--- src/rtl/round_key_store.sv ---
// round_key_store
//   Holds one complete AES round-key schedule (NUM_KEYS keys of KEY_W bits)
//   written by the key-expansion engine. The cipher can then sweep it any
//   number of times, either forward (encrypt order) or reverse (decrypt
//   order), at one key per cycle.
//
// Ports
//   clk          single clock, all state on the rising edge
//   rst          asynchronous, active-high reset
//   load_start   pulse: discard whatever is going on and capture a new schedule
//   rk_valid     producer presents a round key on rk_in
//   rk_in        round key, round 0 delivered first
//   rk_ready     store accepts rk_in this cycle (LOAD state)
//   loaded       a complete schedule is held
//   rd_req       pulse: start a read sweep (honoured only when loaded and idle)
//   rd_dir       sampled with rd_req: 0 = rounds 0..N-1, 1 = rounds N-1..0
//   rk_out       registered round key to the cipher (holds when not valid)
//   rk_out_valid rk_out carries a key this cycle
//   rk_round     round index of rk_out (holds when not valid)
//   rd_done      pulse coincident with the last key of a sweep
module round_key_store #(
    parameter int NUM_KEYS = 15,
    parameter int KEY_W    = 128
) (
    input  logic             clk,
    input  logic             rst,
    input  logic             load_start,
    input  logic             rk_valid,
    input  logic [KEY_W-1:0] rk_in,
    output logic             rk_ready,
    output logic             loaded,
    input  logic             rd_req,
    input  logic             rd_dir,
    output logic [KEY_W-1:0] rk_out,
    output logic             rk_out_valid,
    output logic [3:0]       rk_round,
    output logic             rd_done
);

    localparam logic [1:0] IDLE  = 2'd0;
    localparam logic [1:0] LOAD  = 2'd1;
    localparam logic [1:0] READY = 2'd2;
    localparam logic [1:0] READ  = 2'd3;

    localparam logic [3:0] LAST_IDX = 4'(NUM_KEYS - 1);

    logic [1:0]       state;
    logic [3:0]       wr_ptr;
    logic [3:0]       rd_ptr;
    logic             dir_p0;
    logic [KEY_W-1:0] mem [NUM_KEYS];

    logic             wr_en;
    logic             start_read;
    logic [3:0]       rd_idx;
    logic             serve_dir;
    logic             serve_last;
    logic [3:0]       serve_next;

    assign rk_ready = (state == LOAD);
    assign loaded   = (state == READY) || (state == READ);

    // load_start has priority over everything, so it also vetoes a
    // coincident write or sweep start.
    assign wr_en      = (state == LOAD) && rk_valid && !load_start;
    assign start_read = (state == READY) && rd_req && !load_start;

    // The first key of a sweep is served straight from the start index so
    // that it appears the cycle after rd_req; later keys come from rd_ptr.
    assign rd_idx     = start_read ? (rd_dir ? LAST_IDX : 4'd0) : rd_ptr;
    assign serve_dir  = start_read ? rd_dir : dir_p0;
    assign serve_last = serve_dir ? (rd_idx == 4'd0) : (rd_idx == LAST_IDX);
    // The pointer parks on the final index instead of stepping past it.
    assign serve_next = serve_last ? rd_idx
                      : (serve_dir ? rd_idx - 4'd1 : rd_idx + 4'd1);

    // Key storage is deliberately not reset; loaded=0 marks it stale.
    always_ff @(posedge clk) begin
        if (wr_en) begin
            mem[wr_ptr] <= rk_in;
        end
    end

    always_ff @(posedge clk or posedge rst) begin
        if (rst) begin
            state        <= IDLE;
            wr_ptr       <= 4'd0;
            rd_ptr       <= 4'd0;
            dir_p0       <= 1'b0;
            rk_out       <= '0;
            rk_out_valid <= 1'b0;
            rk_round     <= 4'd0;
            rd_done      <= 1'b0;
        end else begin
            case (state)
                IDLE: begin
                    if (load_start) begin
                        state  <= LOAD;
                        wr_ptr <= 4'd0;
                    end
                end
                LOAD: begin
                    if (load_start) begin
                        wr_ptr <= 4'd0;
                    end else if (rk_valid) begin
                        if (wr_ptr == LAST_IDX) begin
                            state  <= READY;
                            wr_ptr <= 4'd0;
                        end else begin
                            wr_ptr <= wr_ptr + 4'd1;
                        end
                    end
                end
                READY: begin
                    if (load_start) begin
                        state  <= LOAD;
                        wr_ptr <= 4'd0;
                    end else if (rd_req) begin
                        state        <= READ;
                        dir_p0       <= rd_dir;
                        rk_out       <= mem[rd_idx];
                        rk_round     <= rd_idx;
                        rk_out_valid <= 1'b1;
                        rd_done      <= serve_last;
                        rd_ptr       <= serve_next;
                    end
                end
                READ: begin
                    if (load_start) begin
                        state        <= LOAD;
                        wr_ptr       <= 4'd0;
                        rk_out_valid <= 1'b0;
                        rd_done      <= 1'b0;
                    end else if (rd_done) begin
                        state        <= READY;
                        rk_out_valid <= 1'b0;
                        rd_done      <= 1'b0;
                    end else begin
                        rk_out   <= mem[rd_idx];
                        rk_round <= rd_idx;
                        rd_done  <= serve_last;
                        rd_ptr   <= serve_next;
                    end
                end
                default: begin
                    state <= IDLE;
                end
            endcase
        end
    end

endmodule

--- config.mk ---
export PLATFORM = sky130hd
export DESIGN_NAME = round_key_store
export DESIGN_NICKNAME = d
export VERILOG_FILES = /design/src/rtl/round_key_store.sv
export SDC_FILE = /design/constraint.sdc
export NUM_CORES = 2
export LEC_CHECK = 0
export ABC_AREA = 1
export CAP_MARGIN = 20
export CORE_ASPECT_RATIO = 0.9
export CORE_MARGIN = 3
export CORE_UTILIZATION = 27
export CTS_CLUSTER_SIZE = 24
export DETAILED_ROUTE_END_ITERATION = 8
export SLEW_MARGIN = 20
export SYNTH_ARGS = -nofsm -noshare
export SYNTH_HDL_FRONTEND = slang
export SYNTH_SLANG_ARGS = --single-unit
--- constraint.sdc ---
create_clock -name clk -period 20.4 [get_ports clk]
set_clock_uncertainty 0.15 [all_clocks]
set_input_delay 2.04 -clock clk [delete_from_list [all_inputs] [get_ports clk]]
set_output_delay 2.04 -clock clk [all_outputs]
set_load 0.03 [all_outputs]
* Word-level counts from Yosys, hierarchy flattened
Memory sizes are Yosys's and may differ from the RTL's. Index checks and enable logic that the tools add are counted.
Word-level totals: register bits 145, latch bits 0, memory bits (writable) 1920, memory bits (read-only) 0, bits of input ports 134, output and inout bits 136, word-level logic and storage cells 93, memories 1
Operators by class: add/subtract/negate cells 3, $mul 0, div/mod/pow operators 0, $lt $le $gt $ge 0, equality and inequality tests 17, shifts and indexed selects 0, multiplexer cells 47, bitwise logic cells 1, reduce and logical (&&, ||, !) cells 16
Memories:
- mem | words 15, bits a word 128, rd ports 1, clocked after memory_dff 0, write ports 1, RTL line 51 | logic [KEY_W-1:0] mem [NUM_KEYS];
Operators by type and width (count):
- 2-to-1 mux 128 bit | 4
- one-hot mux 128 bit (2 select lines) | 1
- 2-to-1 mux 4 bit | 16
- one-hot mux 4 bit (2 select lines) | 3
- 2-to-1 mux 2 bit | 8
- inequality test 2 bit, second input constant | 7
- 2-to-1 mux 1 bit | 12
- inequality test 3 bit, second input constant | 3
- adder 4 x 1 -> 4 bit, second input constant | 2
- equality test 4 bit, second input constant | 2
- one-hot mux 2 bit (4 select lines) | 1
- AND reduction 3 bit | 2
- AND reduction 6 bit | 1
- AND reduction 5 bit | 1
- equality test 2 bit, second input constant | 2
- logical AND 1 bit | 4
- logical NOT 4 bit | 1
- inequality test 2 x 1 -> 1 bit, second input constant | 2
- one-hot mux 1 bit (2 select lines) | 2
- AND reduction 4 bit | 1
- subtractor 4 x 1 -> 4 bit, second input constant | 1
- OR reduction 3 bit | 1
- equality test 2 x 1 -> 1 bit, second input constant | 1
- logical NOT 2 bit | 1
- other kinds (5) | 5

* Depth between registers and ports, before layout
depth after elaboration 10, mapped depth 15, depth with buffers taken out 14

* Least setup slack after synthesis
OpenSTA, ideal clock, no wires.
path type in2reg, start point input port rk_valid, end point memory mem[13][0] (enable), setup time 0.773 ns, arrival 10.991 ns, data required time 19.477 ns, setup slack 8.485 ns, stages on the path 4, path buffers 0, path through inv_1 nor2_1 nand2_1 nor3_1
Between the ends: word-level cells in the longest chain between the ends 4
RTL lines:
- from (decl) | RTL line 28 | input logic rk_valid,
- logical AND 1 bit (2 in a row) | RTL line 65 | assign wr_en = (state == LOAD) && rk_valid && !load_start;
- 2-to-1 mux 1 bit | RTL line 79 | if (wr_en) begin
- 2-to-1 mux 1 bit (implied by the code) | RTL line 80 | mem[wr_ptr] <= rk_in;
- to (decl) | RTL line 51
No other way between the ends.

* Final worst setup path
start point input port load_start, end point register rk_out[98]
Between the ends: word-level cells in the longest chain between the ends 7, elaborated cells on any way between the ends 12, classes of those cells 2 x eq/ne; 6 x mux; 3 x reduce/logical; 1 x memory
RTL lines:
- from (decl) | RTL line 27 | input logic load_start,
- logical NOT 1 bit | RTL line 66 | assign start_read = (state == READY) && rd_req && !load_start;
- logical AND 1 bit | RTL line 66
- 2-to-1 mux 4 bit | RTL line 70 | assign rd_idx = start_read ? (rd_dir ? LAST_IDX : 4'd0) : rd_ptr;
- memory read (15 x 128 bit)
- 2-to-1 mux 128 bit, on equally long branches | RTL line 134, 118
- 2-to-1 mux 128 bit, on equally long branches | RTL line 129, 115
- one-hot mux 128 bit (2 select lines) | RTL line 95 | case (state)
- to (signal assigned) | RTL line 121 | rk_out <= mem[rd_idx];
- to (signal assigned) | RTL line 139 | rk_out <= mem[rd_idx];
- to (decl) | RTL line 34 | output logic [KEY_W-1:0] rk_out,
Parallel ways exist; a longest one is shown, timed or not. The select of a mux whose other input is x is not followed. A chain may end at the register's enable or synchronous reset.

==> results.py <==
metrics = {
    "detailed_routing": {
        "drt_pass1_iterations": 5,
        "antenna_left": 0,
        "initialDrtViolationCount": 5095,
        "via_per_inst": 4.67,
        "wl_per_cell_um": 21.3,
        "vias": 52000,
        "wl_um": 238000,
        "drc_errors": 0,
    },
    "yosys": {
        "async_flop_share_pct": 7.02,
        "yosysWarnings": 0,
        "synth_top_cell_area_share_pct": 70.4,
        "netlist_top_cells_area": "edfxtp_1 (70%), nand2_1 (6.9%), dfrtp_1 (4.4%)",
        "synth-seq-area-share_pct": 74.8,
        "synth_edf_count": 1920,
        "synth.most_common_cell": "edfxtp_1",
        "synth.cells.most_frequent": "edfxtp_1 (1920), nand2_1 (1511), nor2_1 (736), o21ai_0 (624), inv_1 (468)",
        "netlist_area_um2": 82000,
        "synth_cell_type_count": 32,
        "ys_ff_latch": 2065,
        "synth_top_area_cell": "edfxtp_1",
        "synthCells": 6735,
        "syn_nets": 6870,
        "synthFlopType": "edfxtp_1",
        "syn_area_per_cell_um2": 12.2,
    },
    "timing": {
        "hold_violations": 0,
        "setup_viol": 0,
        "fmax_mhz": 152,
        "max_slew_margin_pct": 15.6,
        "period_share_pct": 32.2,
        "holdWs_ps": 330,
        "tns_ps": 0,
        "rsz0062_at_grt": "no",
        "worstMarginPinSlew_ps": 1270,
        "drv_slew": 0,
        "fin_crit_ps": 6570,
    },
    "worst_setup_path": {
        "crit_required_ps": 20950,
        "critPathLaunchType": "input pin",
        "crit_arrival_ps": 7110,
        "crit_fanout": 229,
        "cp-startpoint": "load_start",
        "reg2reg_slack_ps": 15130,
        "cp-end-kind": "flip-flop",
        "worstReg2RegStart": "state[1]",
        "critPathKind": "in -> reg",
    },
    "place": {
        "portBuffers": 269,
        "gp_congestion": 0.741,
        "dpl.hpwl_um": 115000,
        "placed_cells": 10700,
    },
    "grt": {
        "grt_antenna_before_repair": 49,
        "first_global_vias": 49800,
        "grt_pass1_wl_um": 346000,
        "grt_max_degree": 230,
        "grt_usage_pct": 14.9,
        "grt-ovfl-total": 0,
    },
    "floorplanning": {
        "die_x_um": 587,
        "ios": 270,
        "dieArea_um2": 310000,
        "start_util_pct": 27.2,
        "rows": 191,
        "die_h_um": 529,
        "coreArea_um2": 301000,
    },
    "cts": {
        "cts_tree": "yes",
        "clockBufferDepth": 4,
        "numCtsBuffers": 208,
        "ctsResizeCount": 0,
        "cts_sinks": 2065,
        "h-tree-depth": 4,
        "clk_latency_ps": 850,
        "clkTransAtPathRegs_ps": 60,
        "post_cts_buffers": 0,
        "clockRootBuffer": "clkbuf_16",
        "cts_hold_buf": 0,
    },
    "power_and_ir_drop": {
        "powerDensity_nw_per_um2": 134,
        "p_leak_nw": 33.5,
        "p_total_mw": 12.8,
        "ir_drop_mv": 0.110,
    },
    "worst_hold_path": {
        "hold_path.startpoint": "rk_out[68]",
        "hold_class": "reg -> reg",
    },
    "final_layout": {
        "drive_gt1_share_pct": 6.04,
        "fin_util_pct": 31.8,
        "synthToLayoutAreaGrowth_pct": 17.0,
        "fin_cells": 11100,
        "finalNetCount": 7036,
    },
    "job": {
        "maxCapViolCount": 0,
    },
    "outcome": {
        "outcome": "complete, no violations",
    },
}
## kinds of logic (layout without fill, tap and decap cells)
| group | after synthesis | after routing | synth area share [%] |
|---|---|---|---|
| AND/OR/NAND/NOR | 2600 | 2600 | 12.5 |
| flip-flops | 2065 | 2065 | 74.8 |
| AO/OA/AOI/OAI | 1207 | 1207 | 8.17 |
| buffers and inverters | 861 | 1197 | 4.50 |
| adder cells (fa/ha/maj) | 1 | 1 | 0.0153 |
| XOR/XNOR | 1 | 1 | 0.0107 |
| other | 0 | 15 | 0 |
## metrics by stage
stage | area (um2) | setup slack [ps]
finish | 95900 | 13830
global route | 95900 | 13580
CTS | 95800 | 13990
detailed placement | 88800 | 13140
global placement | 88800 | 13070
floorplan | 82000 | 8490
## layout make-up
class / instances / area, um2
diodes: 15 / 37.5
clock buffers: 255 / 5510
clock inverters: 125 / 1530
fillers: 29800 / 205000
inverters: 471 / 1800
multi-input cells: 3809 / 17200
flip-flops and latches: 2065 / 61300
well taps: 4053 / 5070
repair buffers: 346 / 3480
## critical path: stages
cell and delay, ps:
clkdlybuf4s50_1 520, nor2_4 190, nand2_4 200, nand2_8 680, buf_4 860, buf_12 610
buf_12 720, nand2_1 110, o211ai_1 120, o21ai_0 150, nand2_1 80, nand2_1 70
nand2_1 70, nand3_1 90
## layout by cell type, fill, tap and decap left out, types with 36 or more instances in the layout
cell type        synthesis  routed
clkbuf_16                0     210
o211ai_1               256     256
nand3_1                324     323
clkdlybuf4s50_1          0     269
nor2_1                 736     722
a21oi_1                195     195
nand2_1               1511    1510
o21ai_1                125     125
inv_1                  468     464
edfxtp_1              1920    1920
o21ai_0                624     624
buf_4                   25      60
clkinv_1                 0      37
clkbuf_1               118      36
dfrtp_1                145     145
## worst paths after layout
| check | cells after the start | to |
|---|---|---|
| setup reg to reg | 13 | rk_out[97] |
| hold reg to reg | 2 | rk_out[68] |
| hold / removal | 2 | rk_out[68] |
| min in group asynchronous | 2 | rk_out[100] |
| max in group asynchronous | 3 | rk_out[104] |
| setup / recovery | 14 | rk_out[98] |
## routing by layer
layer | up-vias | share of wire, % | global-route usage [%]
li1 | 23800 | - | -
met1 | 26100 | 44 | 20.4
met2 | 1829 | 47 | 24.4
met3 | 332 | 7.0 | 2.68
met4 | 18 | 2.0 | 3.22
met5 | - | 0.056 | 0
## power breakdown
group	total, mW	switching (mW)	internal [mW]	leakage [nW]
Sequential	4.98	0.169	4.81	19.1
Combinational	3.87	2.75	1.12	11.0
Clock	3.96	1.63	2.33	3.41
Total	12.8	4.54	8.26	33.5
## flip-flops by register name (all words and copies together) (netlist names)
register      count
rd_done           1
state             2
mem            1920
rk_out          128
rk_out_valid      1
dir_p0            1
wr_ptr            4
rd_ptr            4
rk_round          4
No activity file was read; power rests on OpenSTA's default activity.
